<file path="src/rtl/green_blend_ctrl_if.sv">
// ============================================================================
//  Module   : green_blend_ctrl_if
//  Purpose  : Operand/result handshake bundle for green_blend_ctrl.
//  Revision : 1.0  initial release
// ============================================================================
`default_nettype none
`timescale 1ns/1ps

interface green_blend_ctrl_if #(
    parameter int pixelBitWidth  = 12,
    parameter int weightBitWidth = 8
);
    logic                             in_valid;
    logic                             in_ready;
    logic signed [pixelBitWidth:0]    green_s;
    logic signed [pixelBitWidth:0]    green_f;
    logic        [weightBitWidth-1:0] w_s;
    logic        [weightBitWidth-1:0] w_f;
    logic                             out_valid;
    logic                             out_ready;
    logic        [pixelBitWidth-1:0]  green;
    logic                             sat_lo;
    logic                             sat_hi;
    logic                             busy;
    logic        [15:0]               sat_count;

    modport master (
        output in_valid, green_s, green_f, w_s, w_f, out_ready,
        input  in_ready, out_valid, green, sat_lo, sat_hi, busy, sat_count
    );

    modport slave (
        input  in_valid, green_s, green_f, w_s, w_f, out_ready,
        output in_ready, out_valid, green, sat_lo, sat_hi, busy, sat_count
    );
endinterface

`default_nettype wire

</file>
<file path="src/rtl/green_blend_ctrl.sv">
// ============================================================================
//  Module   : green_blend_ctrl
//  Purpose  : Weighted blend of two green estimates with a shared multiplier,
//             clamped to [0, 2^pixelBitWidth-1]. Optional macro
//             GREEN_SAT_COUNT_EN enables the saturation event counter.
//  Revision : 1.0  initial release
// ============================================================================
`default_nettype none
`timescale 1ns/1ps

module green_blend_ctrl #(
    parameter int pixelBitWidth  = 12,
    parameter int weightBitWidth = 8
) (
    input  logic              clk,
    input  logic              rst,
    green_blend_ctrl_if.slave bus
);
    localparam int ACC_W = pixelBitWidth + weightBitWidth + 2;

    typedef enum logic [2:0] {
        S_IDLE = 3'd0,
        S_MS   = 3'd1,
        S_MF   = 3'd2,
        S_SAT  = 3'd3,
        S_HOLD = 3'd4
    } state_t;

    state_t                           r_state;
    state_t                           w_next;
    logic signed [pixelBitWidth:0]    r_green_s;
    logic signed [pixelBitWidth:0]    r_green_f;
    logic        [weightBitWidth-1:0] r_w_s;
    logic        [weightBitWidth-1:0] r_w_f;
    logic signed [ACC_W-1:0]          r_acc;
    logic        [pixelBitWidth-1:0]  r_green;
    logic                             r_out_valid;
    logic                             r_sat_lo;
    logic                             r_sat_hi;

    logic                             w_in_ready;
    logic                             w_accept;
    logic signed [pixelBitWidth:0]    w_mul_a;
    logic signed [weightBitWidth:0]   w_mul_b;
    logic signed [ACC_W-1:0]          w_prod;
    logic                             w_neg;
    logic                             w_over;
    logic        [pixelBitWidth-1:0]  w_clamped;

    assign w_in_ready = (r_state == S_IDLE) || ((r_state == S_HOLD) && bus.out_ready);
    assign w_accept   = bus.in_valid && w_in_ready;

    always_ff @(posedge clk) begin
        if (rst) begin
            r_state <= S_IDLE;
        end else begin
            r_state <= w_next;
        end
    end

    // Next state plus multiplier operand select: MS uses the s-pair, MF the f-pair.
    always_comb begin
        w_next  = r_state;
        w_mul_a = r_green_s;
        w_mul_b = $signed({1'b0, r_w_s});
        case (r_state)
            S_IDLE: if (w_accept) w_next = S_MS;
            S_MS:   w_next = S_MF;
            S_MF: begin
                w_next  = S_SAT;
                w_mul_a = r_green_f;
                w_mul_b = $signed({1'b0, r_w_f});
            end
            S_SAT:  w_next = S_HOLD;
            S_HOLD: begin
                if (w_accept) begin
                    w_next = S_MS;
                end else if (bus.out_ready) begin
                    w_next = S_IDLE;
                end
            end
            default: w_next = S_IDLE;
        endcase
    end

    assign w_prod    = ACC_W'(w_mul_a) * ACC_W'(w_mul_b);
    assign w_neg     = r_acc[ACC_W-1];
    assign w_over    = !w_neg && (|r_acc[ACC_W-2:pixelBitWidth]);
    assign w_clamped = w_neg ? '0 : (w_over ? '1 : r_acc[pixelBitWidth-1:0]);

    always_ff @(posedge clk) begin
        if (rst) begin
            r_green_s   <= '0;
            r_green_f   <= '0;
            r_w_s       <= '0;
            r_w_f       <= '0;
            r_acc       <= '0;
            r_green     <= '0;
            r_out_valid <= 1'b0;
            r_sat_lo    <= 1'b0;
            r_sat_hi    <= 1'b0;
        end else begin
            if (w_accept) begin
                r_green_s <= bus.green_s;
                r_green_f <= bus.green_f;
                r_w_s     <= bus.w_s;
                r_w_f     <= bus.w_f;
            end
            case (r_state)
                S_MS:  r_acc <= w_prod;
                S_MF:  r_acc <= r_acc + w_prod;
                S_SAT: begin
                    r_green     <= w_clamped;
                    r_sat_lo    <= w_neg;
                    r_sat_hi    <= w_over;
                    r_out_valid <= 1'b1;
                end
                S_HOLD: if (bus.out_ready) r_out_valid <= 1'b0;
                default: ;
            endcase
        end
    end

`ifdef GREEN_SAT_COUNT_EN
    logic [15:0] r_sat_count;

    always_ff @(posedge clk) begin
        if (rst) begin
            r_sat_count <= 16'd0;
        end else if ((r_state == S_SAT) && (w_neg || w_over) && (r_sat_count != 16'hFFFF)) begin
            r_sat_count <= r_sat_count + 16'd1;
        end
    end

    assign bus.sat_count = r_sat_count;
`else
    assign bus.sat_count = 16'd0;
`endif

    assign bus.in_ready  = w_in_ready;
    assign bus.out_valid = r_out_valid;
    assign bus.green     = r_green;
    assign bus.sat_lo    = r_sat_lo;
    assign bus.sat_hi    = r_sat_hi;
    assign bus.busy      = (r_state != S_IDLE);
endmodule

`default_nettype wire

</file>
<file path="src/flat_wrapper.sv">
// flat-port wrapper written by rule: the top's interface ports become plain ports
module green_blend_ctrl_flat 
#(
    parameter int pixelBitWidth  = 12,
    parameter int weightBitWidth = 8
)
  (clk, rst, bus_in_valid, bus_green_s, bus_green_f, bus_w_s, bus_w_f, bus_out_ready, bus_in_ready, bus_out_valid, bus_green, bus_sat_lo, bus_sat_hi, bus_busy, bus_sat_count);
  green_blend_ctrl_if #(.pixelBitWidth(pixelBitWidth), .weightBitWidth(weightBitWidth)) bus_i ();
  input  logic clk;
  input  logic rst;
  input wire logic [$bits(bus_i.in_valid)-1:0] bus_in_valid;
  input wire logic [$bits(bus_i.green_s)-1:0] bus_green_s;
  input wire logic [$bits(bus_i.green_f)-1:0] bus_green_f;
  input wire logic [$bits(bus_i.w_s)-1:0] bus_w_s;
  input wire logic [$bits(bus_i.w_f)-1:0] bus_w_f;
  input wire logic [$bits(bus_i.out_ready)-1:0] bus_out_ready;
  output wire logic [$bits(bus_i.in_ready)-1:0] bus_in_ready;
  output wire logic [$bits(bus_i.out_valid)-1:0] bus_out_valid;
  output wire logic [$bits(bus_i.green)-1:0] bus_green;
  output wire logic [$bits(bus_i.sat_lo)-1:0] bus_sat_lo;
  output wire logic [$bits(bus_i.sat_hi)-1:0] bus_sat_hi;
  output wire logic [$bits(bus_i.busy)-1:0] bus_busy;
  output wire logic [$bits(bus_i.sat_count)-1:0] bus_sat_count;
  assign bus_i.in_valid = bus_in_valid;
  assign bus_i.green_s = bus_green_s;
  assign bus_i.green_f = bus_green_f;
  assign bus_i.w_s = bus_w_s;
  assign bus_i.w_f = bus_w_f;
  assign bus_i.out_ready = bus_out_ready;
  assign bus_in_ready = bus_i.in_ready;
  assign bus_out_valid = bus_i.out_valid;
  assign bus_green = bus_i.green;
  assign bus_sat_lo = bus_i.sat_lo;
  assign bus_sat_hi = bus_i.sat_hi;
  assign bus_busy = bus_i.busy;
  assign bus_sat_count = bus_i.sat_count;
  green_blend_ctrl #(.pixelBitWidth(pixelBitWidth), .weightBitWidth(weightBitWidth)) u_core (.clk(clk), .rst(rst), .bus(bus_i));
endmodule
</file>
<file path="config.mk">
export PLATFORM = sky130hd
export DESIGN_NAME = green_blend_ctrl_flat
export DESIGN_NICKNAME = d
export VERILOG_FILES = /design/src/rtl/green_blend_ctrl_if.sv /design/src/rtl/green_blend_ctrl.sv /design/src/flat_wrapper.sv
export SDC_FILE = /design/constraint.sdc
export NUM_CORES = 1
export LEC_CHECK = 0
export BUFFER_PORTS_ARGS = -buffer_cell sky130_fd_sc_hd__buf_2
export CAP_MARGIN = 15
export CORE_UTILIZATION = 57
export DETAILED_ROUTE_END_ITERATION = 16
export HOLD_SLACK_MARGIN = 0.1
export PLACE_DENSITY = 0.77
export SLEW_MARGIN = 40
export SYNTH_ARGS = -nofsm -noshare
export SYNTH_HDL_FRONTEND = slang
export SYNTH_SLANG_ARGS = --single-unit
</file>
<file path="constraint.sdc">
create_clock -name clk -period 20.9 [get_ports clk]
set_clock_uncertainty 0.1 [all_clocks]
set_input_delay 2.09 -clock clk [delete_from_list [all_inputs] [get_ports clk]]
set_output_delay 2.09 -clock clk [all_outputs]
set_load 0.02 [all_outputs]
</file>
==> results of run 1 <==
-- power by group through the flow --
stage / Combinational, mW / Clock (mW) / Sequential [mW]
2_1_floorplan: 0.154 / 0 / 0.186
3_5_place_dp: 0.196 / 0 / 0.190
6_report: 0.199 / 0.171 / 0.187
4_1_cts: 0.198 / 0.174 / 0.187
5_1_grt: 0.225 / 0.181 / 0.189
3_3_place_gp: 0.192 / 0 / 0.190
-- cells in the mapped netlist, drive strengths merged (2+ instances only) --
| cell type | n |
|---|---|
| nand3 | 8 |
| xor2 | 10 |
| or3 | 2 |
| clkbuf | 41 |
| a21oi | 94 |
| and3 | 5 |
| and2 | 4 |
| fa | 85 |
| nand2 | 223 |
| buf | 19 |
| nand4b | 2 |
| nor3 | 24 |
| o21bai | 6 |
| a211o | 3 |
| ha | 69 |
| o21ai | 18 |
| nor2b | 7 |
| or2 | 2 |
| o21a | 6 |
| dfxtp | 82 |
| a21o | 14 |
| a22oi | 3 |
| o22ai | 3 |
| nand4 | 2 |
| nand3b | 2 |
| o211a | 2 |
| o211ai | 5 |
| o31ai | 2 |
| mux2i | 22 |
| a311oi | 10 |
| nor2 | 116 |
| a31oi | 6 |
| nand2b | 5 |
| xnor2 | 25 |
| inv | 131 |
| a211oi | 4 |
-- registers in the layout, indices dropped and copies added, names as in the netlist --
register	count
u_core.r_green_f	13
u_core.r_w_s	8
u_core.r_green_s	13
u_core.r_state	3
u_core.bus.sat_hi	1
u_core.r_w_f	8
u_core.r_acc	22
u_core.bus.green	12
u_core.bus.out_valid	1
u_core.bus.sat_lo	1
-- layout make-up --
cell class                      instances  area, um^2  area share (%)
Clock inverter                          5       80.08          0.8835
Timing Repair Buffer                   71       390.4           4.307
Tap cell                              180       225.2           2.485
Sequential cell                        82        1642           18.11
Clock buffer                           10       229.0           2.526
Inverter                              131       491.7           5.425
Multi-Input combinational cell        818        6006           66.26
-- per-layer routing --
| layer | GRT usage (%) | part of all wire (%) | vias to the layer above |
|---|---|---|---|
| li1 | - | - | 3517 |
| met1 | 35.63 | 44 | 3362 |
| met2 | 46.03 | 47 | 212 |
| met3 | 5.120 | 5.1 | 47 |
| met4 | 10.39 | 3.4 | 0 |
| met5 | 0 | 0 | - |
-- worst min path at each step --
| stage | end | slack, ns |
|---|---|---|
| floorplan | u_core.r_green_s[1] | 0.34 |
| global placement | u_core.r_w_f[7] | 0.34 |
| detailed placement | u_core.r_w_s[6] | 0.35 |
| CTS | u_core.r_w_s[6] | 0.36 |
| global route | u_core.r_green_f[0] | 0.38 |
| finish | u_core.r_w_f[6] | 0.36 |
-- metrics by stage --
stage                     hold WS (ns)  utilization [%]  total power [mW]
after detailed placement        0.3492            61.92            0.3860
after floorplan                 0.3357                -            0.3400
after global routing            0.3817            64.30            0.5945
final                           0.3564            64.30            0.5571
after CTS                       0.3578            64.11            0.5580
after global placement          0.3443            61.92            0.3820
-- kinds of logic (layout without fill, tap and decap cells) --
logic type / Yosys count / in the layout
buffers and inverters: 191 / 217
DFF: 82 / 82
AOI/OAI and AO/OA: 183 / 183
other: 1 / 16
and+or+nand+nor: 407 / 407
xor gates and xnor gates: 35 / 35
adders and majority gates: 154 / 154
muxes: 23 / 23
-- worst max-delay path, delay by kind of cell, from the launching register on --
kind | cells | cell delay [ns]
XOR/XNOR | 1 | 0.16
flip-flops | 1 | 0.44
adder cells (fa/ha/maj) | 6 | 2.61
multiplexers | 1 | 0.40
AO/OA/AOI/OAI | 11 | 2.46
AND/OR/NAND/NOR | 7 | 1.44
buffers and inverters | 4 | 0.66
==> out/summary.txt, run 1 <==
Setup WS post-layout: 12.52 ns
Initial antenna violation count: 0
Rel. slew slack: 41.28%
Number of DRC markers in iteration 0: 419
R2r endpoint: u_core.r_acc[21]
Maximum number of pins on one net before global-route repair: 79
Portion of the post-synthesis area used by sequential elements: 19.64%
Post-placement cell count: 1281
ANT nets after route: 0
Maximum operating frequency: 0.1194 GHz
Max-slew violations: 0
Maximum ir drop on the vdd rail: 0.05051 mV
Area growth syn-to-layout: 8.427%
Cell type of the slowest stage on the worst timing path: sky130_fd_sc_hd__fa_1
Share of total power in combinational logic: 35.7%
Worst skew pair latency: 0.35 ns
Pwr/cell area: 61.47 nW/um^2
Die span in x: 123.1 um
Register bit count reported by yosys: 82
Number of buffers inserted by hold repair at cts: 0
Post-synthesis share of cell area spent on full adders, half adders and majority gates: 30.68%
Dominant cells by area after synthesis: sky130_fd_sc_hd__fa_1, sky130_fd_sc_hd__dfxtp_1, sky130_fd_sc_hd__ha_1
Clk pwr share: 30.7%
Combinational family with the most area after synthesis: adder cells
HP Class: flip-flop to flip-flop
Global placer's final weighted congestion: 0.9078
Startpoint kind of the worst setup timing path: flip-flop
Number of buffer cells added on primary ports: 62
Share of total power consumed by net switching: 37.33%
Overall track demand over capacity in global routing: 27.62%
Sequential cell fraction of total power: 33.6%
Remaining DRCs: 0
Pre-antenna DRT Iters: 5
Launch point of the critical path: u_core.r_state[1]
Number of post-CTS setup repair buffers: 0
Parity-gate share of the synthesized area counting xor and xnor cells: 3.667%
Number of clock sinks seen by CTS: 82
Vias: 7138
Placed instance area: 8728 um^2
Number of buffers created by CTS: 9
Simple-gate area share of the yosys netlist: 20.24%
Period utilisation layout: 40.08%
Final Critical Period: 8.377 ns
Fill cell total of the finished layout: 1226
Most common library cell in the layout ignoring fill and taps: sky130_fd_sc_hd__nand2_1
Leading cell types in the layout, fill and taps excluded: sky130_fd_sc_hd__nand2_1, sky130_fd_sc_hd__inv_1, sky130_fd_sc_hd__nor2_1, sky130_fd_sc_hd__a21oi_1, sky130_fd_sc_hd__fa_1
Final standard cell count with taps included and fillers excluded: 1297
Final wirelength: 19370 um
Number of placement rows: 43
Synth Area per Inst: 7.769 um^2
Worst-margin pin slew: 0.8563 ns
Hpwl dp: 14680 um
Via count of the first global-routing pass: 6703
Setup slack after placement: 12.70 ns
Worst Setup EP: u_core.r_acc[21]
Longest individual stage delay on the worst path: 0.51 ns
Fraction of post-synthesis cell area in the top cell type by area: 20.36%
Min-Delay Path Depth: 2
Category of the worst setup path capture point: flip-flop
Number of resized instances in the post-cts repair step: 0
Post-synth top flop: sky130_fd_sc_hd__dfxtp_1
Final design area excluding fillers: 9064 um^2
Clock tree from TritonCTS: done
Status: finished, final reports clean
Final global-route overflow total: 0
Starting density of the core: 59.30%
Top-Level Pins: 79
Source of the worst hold timing path: u_core.r_w_f[6]
Flop2flop setup slack: 12.52 ns
Final-stage net count: 1313
Share of layout cells above drive strength 1: 9.221%
Setup-violating endpoint count in the final report: 0
Internal power: 0.3491 mW
Kind of critical path: flip-flop to flip-flop
Clock transition at the registers of the reported paths: 0.06 ns
Ys Warns: 0
Area of the core: 14100 um^2
Hold Fails Final Rpt: 0
Number of maximum-capacitance constraint violations: 0
Async set-or-reset flop fraction in the synthesized netlist: 0%
Die Height: 123.1 um
Unrepaired setup endpoints after global routing: no
Clock root buffer: sky130_fd_sc_hd__clkbuf_16
Number of unique standard cell types used by synthesis: 59
Post-DR wirelength/cell: 14.94 um
Switching power: 0.2080 mW
Multiplexer area fraction after synthesis: 2.769%
Post-synth EDFFs: 0
Worst-path maximum fanout: 49
DR vias/cell: 5.503
Area fraction in compound gates after synthesis: 13.55%
Netlist Area Pre-Place: 8359 um^2
Syn Inst Count: 1076
Worst endpoint data arrival time: 8.55 ns
Reg2Reg Launch Point: u_core.r_state[1]
Clock buffer depth: 2
Count of antenna diodes in the layout: 0
CTS H-Tree Depth: 3
Post-synthesis cell type with the largest combined area: sky130_fd_sc_hd__fa_1
Final-layout setup total negative slack: 0 ns
Required time worst endpoint: 21.08 ns
Area of the die: 15150 um^2
Number of cell instances on the worst register-to-register path: 30
Leakage power figure: 4.580 nW
First-pass GRT wire length: 32040 um
(Power assumes the default switching activity.)
==> inputs of run 2 (changes only) <==
Settings changed: CORE_UTILIZATION 57 to 56, PLACE_DENSITY 0.77 to 0.79.
Clock period 20.9 ns to 7.1 ns, I/O delays scaled along.
==> run 2 against run 1 <==
Net effect: final area increased by 8.7%; worst setup slack worse by 12 ns; combinational power increased to 3.6 times the previous value; final cell count grew 5.0%; sequential share of layout area shrank 1.4 points; via count is 7.0% higher; critical endpoint unchanged; largest power group unchanged.
==> out/summary.txt, run 2 (synthesis gave the netlist of run 1 again) <==
Area of the core: 14530 um^2
Area growth syn-to-layout: 17.81%
Kind of critical path: flip-flop to flip-flop
Final Critical Period: 7.016 ns
Count of antenna diodes in the layout: 0
Required time worst endpoint: 7.29 ns
Number of DRC markers in iteration 0: 442
Largest registers in the final layout: u_core.r_acc (22), u_core.r_green_f (13), u_core.r_green_s (13)
Number of maximum-capacitance constraint violations: 0
HP Class: flip-flop to flip-flop
Biggest register: u_core.r_acc
Period utilisation layout: 98.81%
Clock root buffer: sky130_fd_sc_hd__clkbuf_16
Via count of the first global-routing pass: 7304
Library cell appearing most often on the critical path: sky130_fd_sc_hd__fa_1
Setup slack after placement: -0.1522 ns
Remaining DRCs: 0
Rel. slew slack: 52.24%
Worst-path maximum fanout: 9
Pre-antenna DRT Iters: 5
Leading cell types in the layout, fill and taps excluded: sky130_fd_sc_hd__nand2_1, sky130_fd_sc_hd__inv_1, sky130_fd_sc_hd__nor2_1, sky130_fd_sc_hd__a21oi_1, sky130_fd_sc_hd__fa_1
Leakage power figure: 4.901 nW
Core Util, Final: 67.76%
Setup WS post-layout: 0.08419 ns
Final design area excluding fillers: 9848 um^2
Final global-route overflow total: 0
Initial antenna violation count: 0
Worst-margin pin slew: 0.7154 ns
Die span in x: 124.2 um
Maximum number of pins on one net before global-route repair: 79
Top-Level Pins: 79
Number of clock sinks seen by CTS: 82
Final-stage net count: 1373
Most common library cell in the layout ignoring fill and taps: sky130_fd_sc_hd__nand2_1
Die Height: 124.2 um
Status: finished, final reports clean
Final wirelength: 22000 um
Overall track demand over capacity in global routing: 29.72%
Maximum ir drop on the vdd rail: 0.1755 mV
Number of placement rows: 44
Post-DR wirelength/cell: 16.15 um
Setup-violating endpoint count in the final report: 0
Cell type of the slowest stage on the worst timing path: sky130_fd_sc_hd__fa_1
Number of buffers created by CTS: 9
Startpoint kind of the worst setup timing path: flip-flop
Category of the worst setup path capture point: flip-flop
Clock buffer depth: 2
Placed instance area: 9087 um^2
First-pass GRT wire length: 34860 um
Max-slew violations: 0
Maximum operating frequency: 0.1425 GHz
Longest individual stage delay on the worst path: 0.62 ns
CTS H-Tree Depth: 3
Pwr/cell area: 179.3 nW/um^2
Clock tree from TritonCTS: done
Worst endpoint data arrival time: 7.20 ns
Number of buffer cells added on primary ports: 62
Area of the die: 15420 um^2
Hold Fails Final Rpt: 0
Hpwl dp: 15900 um
Global placer's final weighted congestion: 0.9465
Vias: 7636
Unrepaired setup endpoints after global routing: yes
Clock transition at the registers of the reported paths: 0.07 ns
DR vias/cell: 5.606
Worst skew pair latency: 0.37 ns
Share of layout cells above drive strength 1: 17.32%
Number of buffers inserted by hold repair at cts: 0
ANT nets after route: 0
Flip-flop count of the largest register after layout: 22
Starting density of the core: 57.52%
-- run 2: changes by cell type in the layout (fill, tap and decap cells not counted), moves of 5 or more --
cell,previous run,this run
sky130_fd_sc_hd__a21oi_1,92,87
sky130_fd_sc_hd__buf_4,8,58
sky130_fd_sc_hd__nand2_1,222,213
sky130_fd_sc_hd__mux2i_1,21,13
sky130_fd_sc_hd__ha_1,69,64
sky130_fd_sc_hd__ha_4,0,5
sky130_fd_sc_hd__nand2_2,1,10
-- run 2: final cells by class --
| class | instances | area [um^2] |
|---|---|---|
| well taps | 184 | 230.2 |
| clock inverters | 7 | 85.08 |
| clock buffers | 9 | 225.2 |
| multi-input cells | 818 | 6238 |
| inverters | 131 | 491.7 |
| fillers | 1142 | 4686 |
| repair buffers | 131 | 933.4 |
| flip-flops and latches | 82 | 1644 |
-- run 2: metrics by stage --
| stage | hold slack, ns | power (mW) | TNS, ns | cells |
|---|---|---|---|---|
| after CTS | 0.3614 | 1.716 | 0 | 1346 |
| final | 0.3596 | 1.766 | 0 | 1362 |
| after global placement | 0.3442 | 1.164 | 0 | 1324 |
| after global routing | 0.3891 | 1.864 | -0.2014 | 1362 |
| after floorplan | 0.3357 | 1.008 | 0 | 1091 |
| after detailed placement | 0.3514 | 1.184 | -0.1522 | 1324 |
-- run 2: worst max-delay path, delay by kind of cell, from the launching register on --
family	cells	cell delay (ns)
AND/OR/NAND/NOR	4	0.47
XOR/XNOR	1	0.30
buffers and inverters	5	0.70
adder cells (fa/ha/maj)	6	2.64
multiplexers	2	0.58
AO/OA/AOI/OAI	8	1.79
flip-flops	1	0.32
-- run 2: per-layer routing --
| metal | track usage [%] | wire length, um |
|---|---|---|
| met1 | 35.98 | 9052 |
| met2 | 50.28 | 10830 |
| met3 | 5.540 | 1228 |
| met4 | 15.03 | 894 |
| met5 | 0 | 0 |
-- run 2: timing repair --
item / in CTS / in global routing
endpoints found under the setup margin: 2 / 7
buffers inserted: 4 / 16
gates cloned: 2 / 0
pin swaps: 4 / 39
gates resized for setup: 12 / 38
-- run 2: final timing paths --
path / startpoint / endpoint / slack, ns / depth (start not counted)
min: u_core.r_w_s[2] / u_core.r_w_s[2] / 0.36 / 2
max reg2reg: u_core.r_state[1] / u_core.r_acc[21] / 0.08 / 26
min reg2reg: u_core.r_w_s[2] / u_core.r_w_s[2] / 0.36 / 2
max: u_core.r_state[1] / u_core.r_acc[21] / 0.08 / 26
-- run 2: power by group --
| part | leakage, nW | switching, mW | internal [mW] |
|---|---|---|---|
| Combinational | 4.08 | 0.418 | 0.289 |
| Sequential | 0.672 | 0.0460 | 0.506 |
| Clock | 0.146 | 0.227 | 0.280 |
| Total | 4.90 | 0.691 | 1.07 |
==> inputs of run 3 (changes only) <==
Settings changed: MAX_ROUTING_LAYER set to met4.
==> run 3 against run 2 <==
Net effect: critical path depth up 4; non-clock buffer count shrank 1; sequential cell count stayed put; critical path type unchanged; global-route usage increased by 0.86 points; routed wire length grew 0.40%; sequential share of layout area barely moved; worst setup slack improved by 0.0078 ns.
==> out/summary.txt, run 3 (synthesis gave the netlist of run 1 again) <==
Status: finished, final reports clean
Family with the most delay on the worst path: adder cells
Reg2Reg Launch Point: u_core.r_state[1]
Setup-violating endpoint count in the final report: 0
Min-Delay Path Depth: 2
Clock tree from TritonCTS: done
Initial antenna violation count: 0
Maximum number of pins on one net before global-route repair: 79
CTS H-Tree Depth: 3
Via count of the first global-routing pass: 7304
Area of the die: 15420 um^2
Number of DRC markers in iteration 0: 499
Clock buffer depth: 2
Category of the worst setup path capture point: flip-flop
Pwr/cell area: 179.6 nW/um^2
Worst-path maximum fanout: 7
Area growth syn-to-layout: 17.68%
Biggest register: u_core.r_acc
Switching power: 0.6924 mW
Number of clock sinks seen by CTS: 82
Maximum operating frequency: 0.1427 GHz
Number of placement rows: 44
Number of maximum-capacitance constraint violations: 0
Max-slew violations: 0
Pre-antenna DRT Iters: 4
Period utilisation layout: 98.70%
Post-DR wirelength/cell: 16.23 um
Final design area excluding fillers: 9837 um^2
Flop2flop setup slack: 0.09 ns
Clk pwr share: 28.8%
Maximum ir drop on the vdd rail: 0.1765 mV
Hold Fails Final Rpt: 0
Worst skew pair latency: 0.37 ns
Number of buffers inserted by hold repair at cts: 0
Startpoint kind of the worst setup timing path: flip-flop
Share of total power in combinational logic: 40.0%
Library cell appearing most often on the critical path: sky130_fd_sc_hd__a21o_1
Rel. slew slack: 51.95%
Longest individual stage delay on the worst path: 0.55 ns
Area of the core: 14530 um^2
Source of the worst hold timing path: u_core.r_w_s[2]
Flip-flop count of the largest register after layout: 22
First-pass GRT wire length: 34830 um
Internal power: 1.074 mW
Number of buffers created by CTS: 9
Vias: 7609
Buf+Inv Stages, Crit Path: 5
ANT nets after route: 0
Core Util, Final: 67.68%
Top-Level Pins: 79
Leading cell types in the layout, fill and taps excluded: sky130_fd_sc_hd__nand2_1, sky130_fd_sc_hd__inv_1, sky130_fd_sc_hd__nor2_1, sky130_fd_sc_hd__a21oi_1, sky130_fd_sc_hd__fa_1
Worst endpoint data arrival time: 7.13 ns
Hpwl dp: 15900 um
Count of antenna diodes in the layout: 0
Final wirelength: 22090 um
Kind of critical path: flip-flop to flip-flop
Die Height: 124.2 um
Die span in x: 124.2 um
Clock root buffer: sky130_fd_sc_hd__clkbuf_16
Clock transition at the registers of the reported paths: 0.07 ns
Share of layout cells above drive strength 1: 17.25%
Overall track demand over capacity in global routing: 30.57%
Total power: 1.767 mW
Leakage power figure: 4.890 nW
Largest registers in the final layout: u_core.r_acc (22), u_core.r_green_f (13), u_core.r_green_s (13)
Sequential cell fraction of total power: 31.2%
Final-stage net count: 1372
Share of total power consumed by net switching: 39.19%
Number of cell instances on the worst register-to-register path: 30
Unrepaired setup endpoints after global routing: yes
Remaining DRCs: 0
Starting density of the core: 57.52%
Number of buffer cells added on primary ports: 62
Min-Delay Endpoint: u_core.r_w_s[2]
Global placer's final weighted congestion: 0.9636
DR vias/cell: 5.591
Required time worst endpoint: 7.22 ns
Final global-route overflow total: 0
Worst-margin pin slew: 0.7198 ns
R2r endpoint: u_core.r_acc[21]
HP Class: flip-flop to flip-flop
Cell type of the slowest stage on the worst timing path: sky130_fd_sc_hd__fa_1
Final Critical Period: 7.008 ns
Most common library cell in the layout ignoring fill and taps: sky130_fd_sc_hd__nand2_1
Placed instance area: 9087 um^2
run 3: changes by cell type in the layout (fill, tap and decap cells not counted):
cell and change:
sky130_fd_sc_hd__buf_4 -2, sky130_fd_sc_hd__buf_12 -1, sky130_fd_sc_hd__buf_6 +2, sky130_fd_sc_hd__nand2_1 +1
sky130_fd_sc_hd__mux2i_2 +1, sky130_fd_sc_hd__mux2i_1 -1, sky130_fd_sc_hd__nand2_2 -1
run 3: area by class of cell:
class,instances,area (um^2)
clock buffer,9,225.2
clock inverter,7,85.08
fill,1148,4697
inverter,131,491.7
multi-input combinational,818,6240
sequential,82,1644
tap,184,230.2
timing repair buffer,130,920.9
run 3: worst max path at each step:
stage,from,end,cells past startpoint
after global placement,u_core.r_state[0],u_core.r_acc[21],26
after global routing,u_core.r_state[1],u_core.r_acc[21],30
after detailed placement,u_core.r_state[1],u_core.r_acc[21],29
after CTS,u_core.r_state[1],u_core.r_acc[21],30
after floorplan,u_core.r_state[1],u_core.r_acc[21],33
final,u_core.r_state[1],u_core.r_acc[21],30
run 3: power groups by stage:
stage / sequential [mW] / clock, mW / combinational [mW]
floorplan: 0.547 / 0 / 0.462
global placement: 0.556 / 0 / 0.608
detailed placement: 0.557 / 0 / 0.627
CTS: 0.548 / 0.509 / 0.658
global route: 0.556 / 0.528 / 0.778
finish: 0.552 / 0.508 / 0.706
run 3: worst register-to-register path, delay by kind of cell (launching register included):
family / cells / cell delay [ns]
adder cells (fa/ha/maj): 6 / 2.44
AO/OA/AOI/OAI: 11 / 2.12
AND/OR/NAND/NOR: 5 / 0.65
multiplexers: 2 / 0.57
buffers and inverters: 5 / 0.50
flip-flops: 1 / 0.33
XOR/XNOR: 1 / 0.15
run 3: stage by stage:
step	setup TNS (ns)	std cells	hold slack [ns]	worst slack [ns]
floorplan	0	1091	0.3357	0.03000
global placement	0	1324	0.3442	0.004835
detailed placement	-0.1522	1324	0.3514	-0.1522
CTS	0	1346	0.3614	0.01327
global route	-0.1866	1361	0.3891	-0.1531
finish	0	1361	0.3590	0.09199
run 3: repair_timing:
item | 4_1_cts | 5_1_grt
pin swaps | 4 | 40
endpoints found under the setup margin | 2 | 7
setup buffers | 4 | 16
resized for setup | 12 | 39
cloned | 2 | 0
run 3: layer usage:
layer,routed length [um],up-vias,global-route usage (%)
met5,0,-,-
met4,788,0,14.29
met3,1164,60,5.311
met2,10940,253,50.69
met1,9191,3650,36.04
li1,-,3646,-
